`config.mk`:
```
export PLATFORM = sky130hd
export DESIGN_NAME = dircc_mailbox_poller
export DESIGN_NICKNAME = d
export VERILOG_FILES = /design/src/rtl/dircc_mailbox_poller.sv
export SDC_FILE = /design/constraint.sdc
export NUM_CORES = 1
export LEC_CHECK = 0
export ABC_AREA = 1
export BUFFER_PORTS_ARGS = -buffer_cell sky130_fd_sc_hd__buf_2
export CORE_MARGIN = 3
export CORE_UTILIZATION = 42
export DETAILED_ROUTE_END_ITERATION = 16
export GPL_ROUTABILITY_DRIVEN = 0
export PLACE_DENSITY = 0.78
export SYNTH_ARGS = -nofsm -noshare
export SYNTH_HDL_FRONTEND = slang
export SYNTH_SLANG_ARGS = --single-unit
```
`constraint.sdc`:
```
create_clock -name clk_clk -period 1.7 [get_ports clk_clk]
set_input_delay 0.34 -clock clk_clk [delete_from_list [all_inputs] [get_ports clk_clk]]
set_output_delay 0.34 -clock clk_clk [all_outputs]
set_load 0.02 [all_outputs]
```
`src/rtl/dircc_mailbox_poller.sv`:
```
// -----------------------------------------------------------------------------
// dircc_mailbox_poller
//
// Round-robin poller that drains the four directional mailboxes (north, east,
// south, west) of a DIRCC node into a receive ring held in node memory.
//
// For each direction the poller reads the status word (address 0). If a
// message is pending and the ring has room for two words, it reads the two
// payload words (addresses 1 and 2), writes each into the ring, and then reads
// address 3, which pops the mailbox. A direction with nothing pending, or one
// whose message does not fit, costs a single status read.
//
// Ports
//   clk_clk             in   single rising-edge clock
//   reset_reset         in   asynchronous active-high reset
//   enable              in   polling permitted while high
//   dir_mem_address     out  mailbox word address, 2 bits per direction
//   dir_mem_read_n      out  active-low read strobe, 1 bit per direction
//   dir_mem_readdata    in   mailbox data, 16 bits per direction, valid the
//                            cycle after the strobe
//   node_mem_address    out  ring write address (BASE_ADDR + write pointer)
//   node_mem_writedata  out  ring write data
//   node_mem_write      out  ring write request, held until accepted
//   node_mem_waitrequest in  ring write stalled while high
//   consume             in   pulse: processor removed one 2-word message
//   ring_count          out  words currently held in the ring
//   irq                 out  high while at least one full message is held
//   msg_count           out  popped-message counter, saturating (only when
//                            DIRCC_POLLER_STATS_EN is defined)
//
// Build option
//   DIRCC_POLLER_STATS_EN  adds the msg_count output and its counter.
// -----------------------------------------------------------------------------
module dircc_mailbox_poller #(
  parameter logic [14:0] BASE_ADDR  = 15'h0100,
  parameter int unsigned RING_WORDS = 16
) (
  input  logic                        clk_clk,
  input  logic                        reset_reset,
  input  logic                        enable,
  output logic [7:0]                  dir_mem_address,
  output logic [3:0]                  dir_mem_read_n,
  input  logic [63:0]                 dir_mem_readdata,
  output logic [14:0]                 node_mem_address,
  output logic [15:0]                 node_mem_writedata,
  output logic                        node_mem_write,
  input  logic                        node_mem_waitrequest,
  input  logic                        consume,
  output logic [$clog2(RING_WORDS):0] ring_count,
  output logic                        irq
`ifdef DIRCC_POLLER_STATS_EN
  ,
  output logic [15:0]                 msg_count
`endif
);

  localparam int unsigned PtrW = $clog2(RING_WORDS);
  localparam int unsigned CntW = PtrW + 1;
  localparam logic [CntW-1:0] RingWordsC = CntW'(RING_WORDS);
  localparam logic [CntW-1:0] MsgWordsC  = CntW'(2);

  typedef enum logic [1:0] {StIdle, StRd, StCap, StWr} state_e;

  state_e          state_q, state_d;
  logic [1:0]      dir_q, dir_d;
  logic [1:0]      idx_q, idx_d;
  logic [PtrW-1:0] wr_ptr_q, wr_ptr_d;
  logic [CntW-1:0] count_q, count_d;
  logic [15:0]     data_q, data_d;

  logic [15:0]     cap_word;
  logic            has_room;
  logic            wr_accept;
  logic            consume_ok;
  logic            pop;

  // Word returned by the mailbox currently being polled.
  assign cap_word = dir_mem_readdata[{dir_q, 4'b0000} +: 16];

  // Room is checked once, at the status read; the poller is the only writer,
  // so the space cannot shrink before both payload words are written.
  assign has_room = (RingWordsC - count_q) >= MsgWordsC;

  // A consume with less than one whole message in the ring is ignored.
  assign consume_ok = consume && (count_q >= MsgWordsC);

  // ---------------------------------------------------------------------------
  // State register
  // ---------------------------------------------------------------------------
  always_ff @(posedge clk_clk or posedge reset_reset) begin
    if (reset_reset) begin
      state_q  <= StIdle;
      dir_q    <= 2'd0;
      idx_q    <= 2'd0;
      wr_ptr_q <= '0;
      count_q  <= '0;
      data_q   <= 16'h0000;
    end else begin
      state_q  <= state_d;
      dir_q    <= dir_d;
      idx_q    <= idx_d;
      wr_ptr_q <= wr_ptr_d;
      count_q  <= count_d;
      data_q   <= data_d;
    end
  end

  // ---------------------------------------------------------------------------
  // Next state and mailbox / ring strobes
  // ---------------------------------------------------------------------------
  always_comb begin
    state_d         = state_q;
    dir_d           = dir_q;
    idx_d           = idx_q;
    wr_ptr_d        = wr_ptr_q;
    data_d          = data_q;
    wr_accept       = 1'b0;
    pop             = 1'b0;
    dir_mem_read_n  = 4'hF;
    dir_mem_address = 8'h00;
    node_mem_write  = 1'b0;

    unique case (state_q)
      StIdle: begin
        if (enable) begin
          state_d = StRd;
          idx_d   = 2'd0;
        end
      end

      StRd: begin
        dir_mem_read_n[dir_q]              = 1'b0;
        dir_mem_address[{dir_q, 1'b0} +: 2] = idx_q;
        state_d                            = StCap;
      end

      StCap: begin
        unique case (idx_q)
          2'd0: begin
            if (cap_word[0] && has_room) begin
              idx_d   = 2'd1;
              state_d = StRd;
            end else begin
              state_d = StIdle;
              dir_d   = dir_q + 2'd1;
            end
          end
          2'd1, 2'd2: begin
            data_d  = cap_word;
            state_d = StWr;
          end
          2'd3: begin
            // The address-3 read has already popped the mailbox; its data is
            // of no interest.
            pop     = 1'b1;
            state_d = StIdle;
            dir_d   = dir_q + 2'd1;
          end
          default: state_d = StIdle;
        endcase
      end

      StWr: begin
        node_mem_write = 1'b1;
        if (!node_mem_waitrequest) begin
          wr_accept = 1'b1;
          wr_ptr_d  = wr_ptr_q + PtrW'(1);
          idx_d     = idx_q + 2'd1;
          state_d   = StRd;
        end
      end

      default: state_d = StIdle;
    endcase
  end

  // ---------------------------------------------------------------------------
  // Ring occupancy: +1 per accepted write, -2 per honoured consume, netted.
  // ---------------------------------------------------------------------------
  always_comb begin
    count_d = count_q;
    if (wr_accept) begin
      count_d = count_d + CntW'(1);
    end
    if (consume_ok) begin
      count_d = count_d - MsgWordsC;
    end
  end

  assign node_mem_address   = BASE_ADDR + 15'(wr_ptr_q);
  assign node_mem_writedata = data_q;
  assign ring_count         = count_q;
  assign irq                = count_q >= MsgWordsC;

`ifdef DIRCC_POLLER_STATS_EN
  // ---------------------------------------------------------------------------
  // Popped-message counter, saturating.
  // ---------------------------------------------------------------------------
  logic [15:0] msg_count_q;

  always_ff @(posedge clk_clk or posedge reset_reset) begin
    if (reset_reset) begin
      msg_count_q <= 16'h0000;
    end else if (pop && (msg_count_q != 16'hFFFF)) begin
      msg_count_q <= msg_count_q + 16'd1;
    end
  end

  assign msg_count = msg_count_q;
`else
  // Pop is only observed by the statistics counter.
  logic unused_pop;
  assign unused_pop = pop;
`endif

endmodule

```
==> flow_summary_export.csv <==
group,metric,value,unit
pwr,p_clk_frac,0.099,
grt,grt_pass1_wl,10930,microns
floorplan,rows,26,
clock_tree,cts_max_path_buffers,2,
timing,skew,3.876,ps
logic_synthesis,synth_top_area_frac,0.3305,
timing,period_needed,1816,ps
clock_tree,h-tree-depth,2,
setup_path,cp_max_fo,5,
final_layout,instances_no_fill,537,
setup_path,slowest_stage,"dfrtp_2",
placed_design,dp.cells,510,
pwr,cellPowerDensity,1794,nW/um^2
timing,hold_ws,128.5,ps
worst_hold_path,holdCritPathClass,"in2async",
flow_run,drv_cap,0,
logic_synthesis,yosysWarnings,0,
logic_synthesis,yosysSeqAreaShare,0.3305,
logic_synthesis,async_reset_ff_frac,1.000,
setup_path,path_class,"reg2out",
setup_path,worstPathCellList,"inv_6 > ha_4 > inv_4 > nand3_4 > nor3_4 > buf_6",
logic_synthesis,avgSynthCellArea,7.113,sq um
floorplan,ioPinCount,119,
logic_synthesis,ys_ff_latch,31,
clock_tree,cts.sinks,31,
run_status,violations,"setup timing",
detailed_routing,via_per_inst,4.767,
floorplan,die_w,80.76,microns
timing,hold_viol,0,
logic_synthesis,yosysMostFrequentCell,"nor2_1",
floorplan,core,5270,sq um
logic_synthesis,syn_inst,330,
timing,fmax,550.8,MHz
setup_path,worstRegToRegCells,11,
logic_synthesis,synth_area,2347,sq um
detailed_routing,drtIter0Drc,60,
grt,antenna_found_initial,0,
timing,finalSetupTns,-851.6,ps
clock_tree,path_clk_slew,70,ps
floorplan,start_util,0.4454,
grt,grt_pass1_vias,2517,
pwr,intPower,0.003378,W
grt,grt_max_degree,34,
detailed_routing,vias,2560,
setup_path,end_kind,"primary output",
logic_synthesis,synth_commonest_cells,"nor2_1 (90), nand2_1 (43), o21ai_0 (34)",
setup_path,critical_path_arrival,1480,ps
pwr,pwr-share-comb,0.688,
timing,setup_viol,9,
setup_path,r2r_end,"idx_q[1]",
final_layout,n_fill_cell,451,
placed_design,dpl.hpwl,4968,microns
logic_synthesis,synth_edf_count,0,
run_status,status,"complete, but fails checks",
pwr,p_total,0.006539,W
detailed_routing,wl_per_cell,12.56,microns
pwr,p_sw_frac,0.4834,
placed_design,io_buffers,107,
setup_path,r2r_slack,50,ps
clock_tree,clock_latency,290,ps
clock_tree,numCtsBuffers,5,
logic_synthesis,synth_flop_cell,"dfrtp_1",
clock_tree,cts_tree,"yes",
final_layout,drive_gt1_frac,0.4390,
clock_tree,cts_root_buf,"clkbuf_8",
timing,timing.final.crit_share,1.068,
timing,rsz0062_at_grt,"yes",
logic_synthesis,yosysTopAreaCell,"dfrtp_1",
setup_path,critPathLaunchType,"flip-flop",
final_layout,final_nets,555,
final_layout,multiInputGateArea,1623,sq um
floorplan,die_y,80.76,microns
detailed_routing,antenna_left,0,
timing,final_max_slew_viol_count,0,
pwr,pwr-share-seq,0.214,
timing,timing.final.ws_setup,-115.7,ps
final_layout,ff_latch_area,779.5,sq um
setup_path,timing.rr.start,"dir_q[0]",
logic_synthesis,synth_area_leaders,"dfrtp_1 (33%), nor2_1 (14%), ha_1 (11%), o21ai_0 (7.2%), nand2_1 (6.9%)",
grt,grtUsageTotal,0.2112,
detailed_routing,first_pass_iters,4,
grt,gr-total-overflow,0,
setup_path,slowest_delay,440,ps
pwr,cellLeakagePower,1.810,nW
floorplan,dieArea,6521,sq um
detailed_routing,drc,0,
pwr,p_switching,0.003161,W
detailed_routing,wl,6745,microns
final_layout,syn_to_final_growth,55.28,%
logic_synthesis,synth_cell_type_count,27,
setup_path,crit_required,1360,ps
pwr,ir_drop,0.9919,mV
final_layout,diodes,0,
-- timing repair --
action                     in CTS  in global routing
hold buffers                    0                  0
gates cloned                    0                  0
setup endpoints to repair      14                 21
gates resized for setup        40                 35
setup buffers                   9                 10
pin swaps                       7                  9
-- cells by family (layout without fill, tap and decap cells) --
logic type | after synthesis | after routing | share of synthesized area
buffers and inverters | 50 | 178 | 0.1029
DFF | 31 | 31 | 0.3305
adders and majority gates | 20 | 20 | 0.1066
other | 2 | 11 | 0.003199
AOI/OAI and AO/OA | 56 | 56 | 0.1290
xor gates and xnor gates | 10 | 10 | 0.04371
and+or+nand+nor | 161 | 161 | 0.2841
-- placed cells by master, fill, tap and decap left out, types with 10 or more instances in the layout --
cell type and n:
inv_1 16, a31oi_1 15, buf_6 16, o21ai_0 34
nor2_1 86, buf_4 31, nand3_1 10, buf_2 94
conb_1 11, nand2_1 34, dfrtp_1 28, ha_1 10
-- through the flow --
step / util / worst slack [ps] / cell area [sq um]
detailed placement: 0.5931 / 13.11 / 3126
floorplan: - / -56.25 / 2526
CTS: 0.6512 / -127.0 / 3432
global placement: 0.5931 / 82.16 / 3126
global route: 0.6916 / -191.4 / 3645
finish: 0.6916 / -115.7 / 3645
-- metal layers --
layer | vias up | wire length, microns | track usage
met5 | - | 0 | 0
met4 | 0 | 66 | 0.07264
met3 | 6 | 484 | 0.05211
met2 | 95 | 3493 | 0.3866
met1 | 1153 | 2700 | 0.2382
li1 | 1306 | - | -
-- area by class of cell --
cell class / count / area share
clock buffer: 8 / 0.02746
multi-input combinational: 258 / 0.4452
inverter: 25 / 0.02918
sequential: 31 / 0.2139
tap: 70 / 0.02403
timing repair buffer: 145 / 0.2602
-- state kept, by name, indices dropped and copies added, names as in the netlist --
name	cells
state_q	2
node_mem_writedata	16
idx_q	2
dir_q	2
wr_ptr_q	4
ring_count	5
-- worst max path at each step --
stage / cells after the start / start / slack, ps / to
after detailed placement: 11 / dir_q[0] / 10 / idx_q[0]
after floorplan: 6 / dir_q[0] / -60 / dir_mem_address[4]
after global routing: 6 / dir_q[1] / -190 / dir_mem_address[1]
final: 6 / dir_q[0] / -120 / dir_mem_address[1]
after CTS: 5 / dir_q[1] / -130 / dir_mem_address[5]
after global placement: 11 / dir_q[0] / 80 / idx_q[0]
-- worst max-delay path: cells and delay by family, from the launching register on --
kind,cells,cell delay (ps)
adders and majority gates,1,230
buffers and inverters,3,310
DFF,1,440
and+or+nand+nor,2,200
-- power groups by stage --
stage	Combinational, W	Clock [W]	Sequential (W)
finish	0.00450	0.000645	0.00140
global route	0.00498	0.000686	0.00144
CTS	0.00401	0.000661	0.00139
detailed placement	0.00363	0	0.00137
global placement	0.00353	0	0.00136
floorplan	0.00231	0	0.00168
Power figures use the tool's default switching activity.
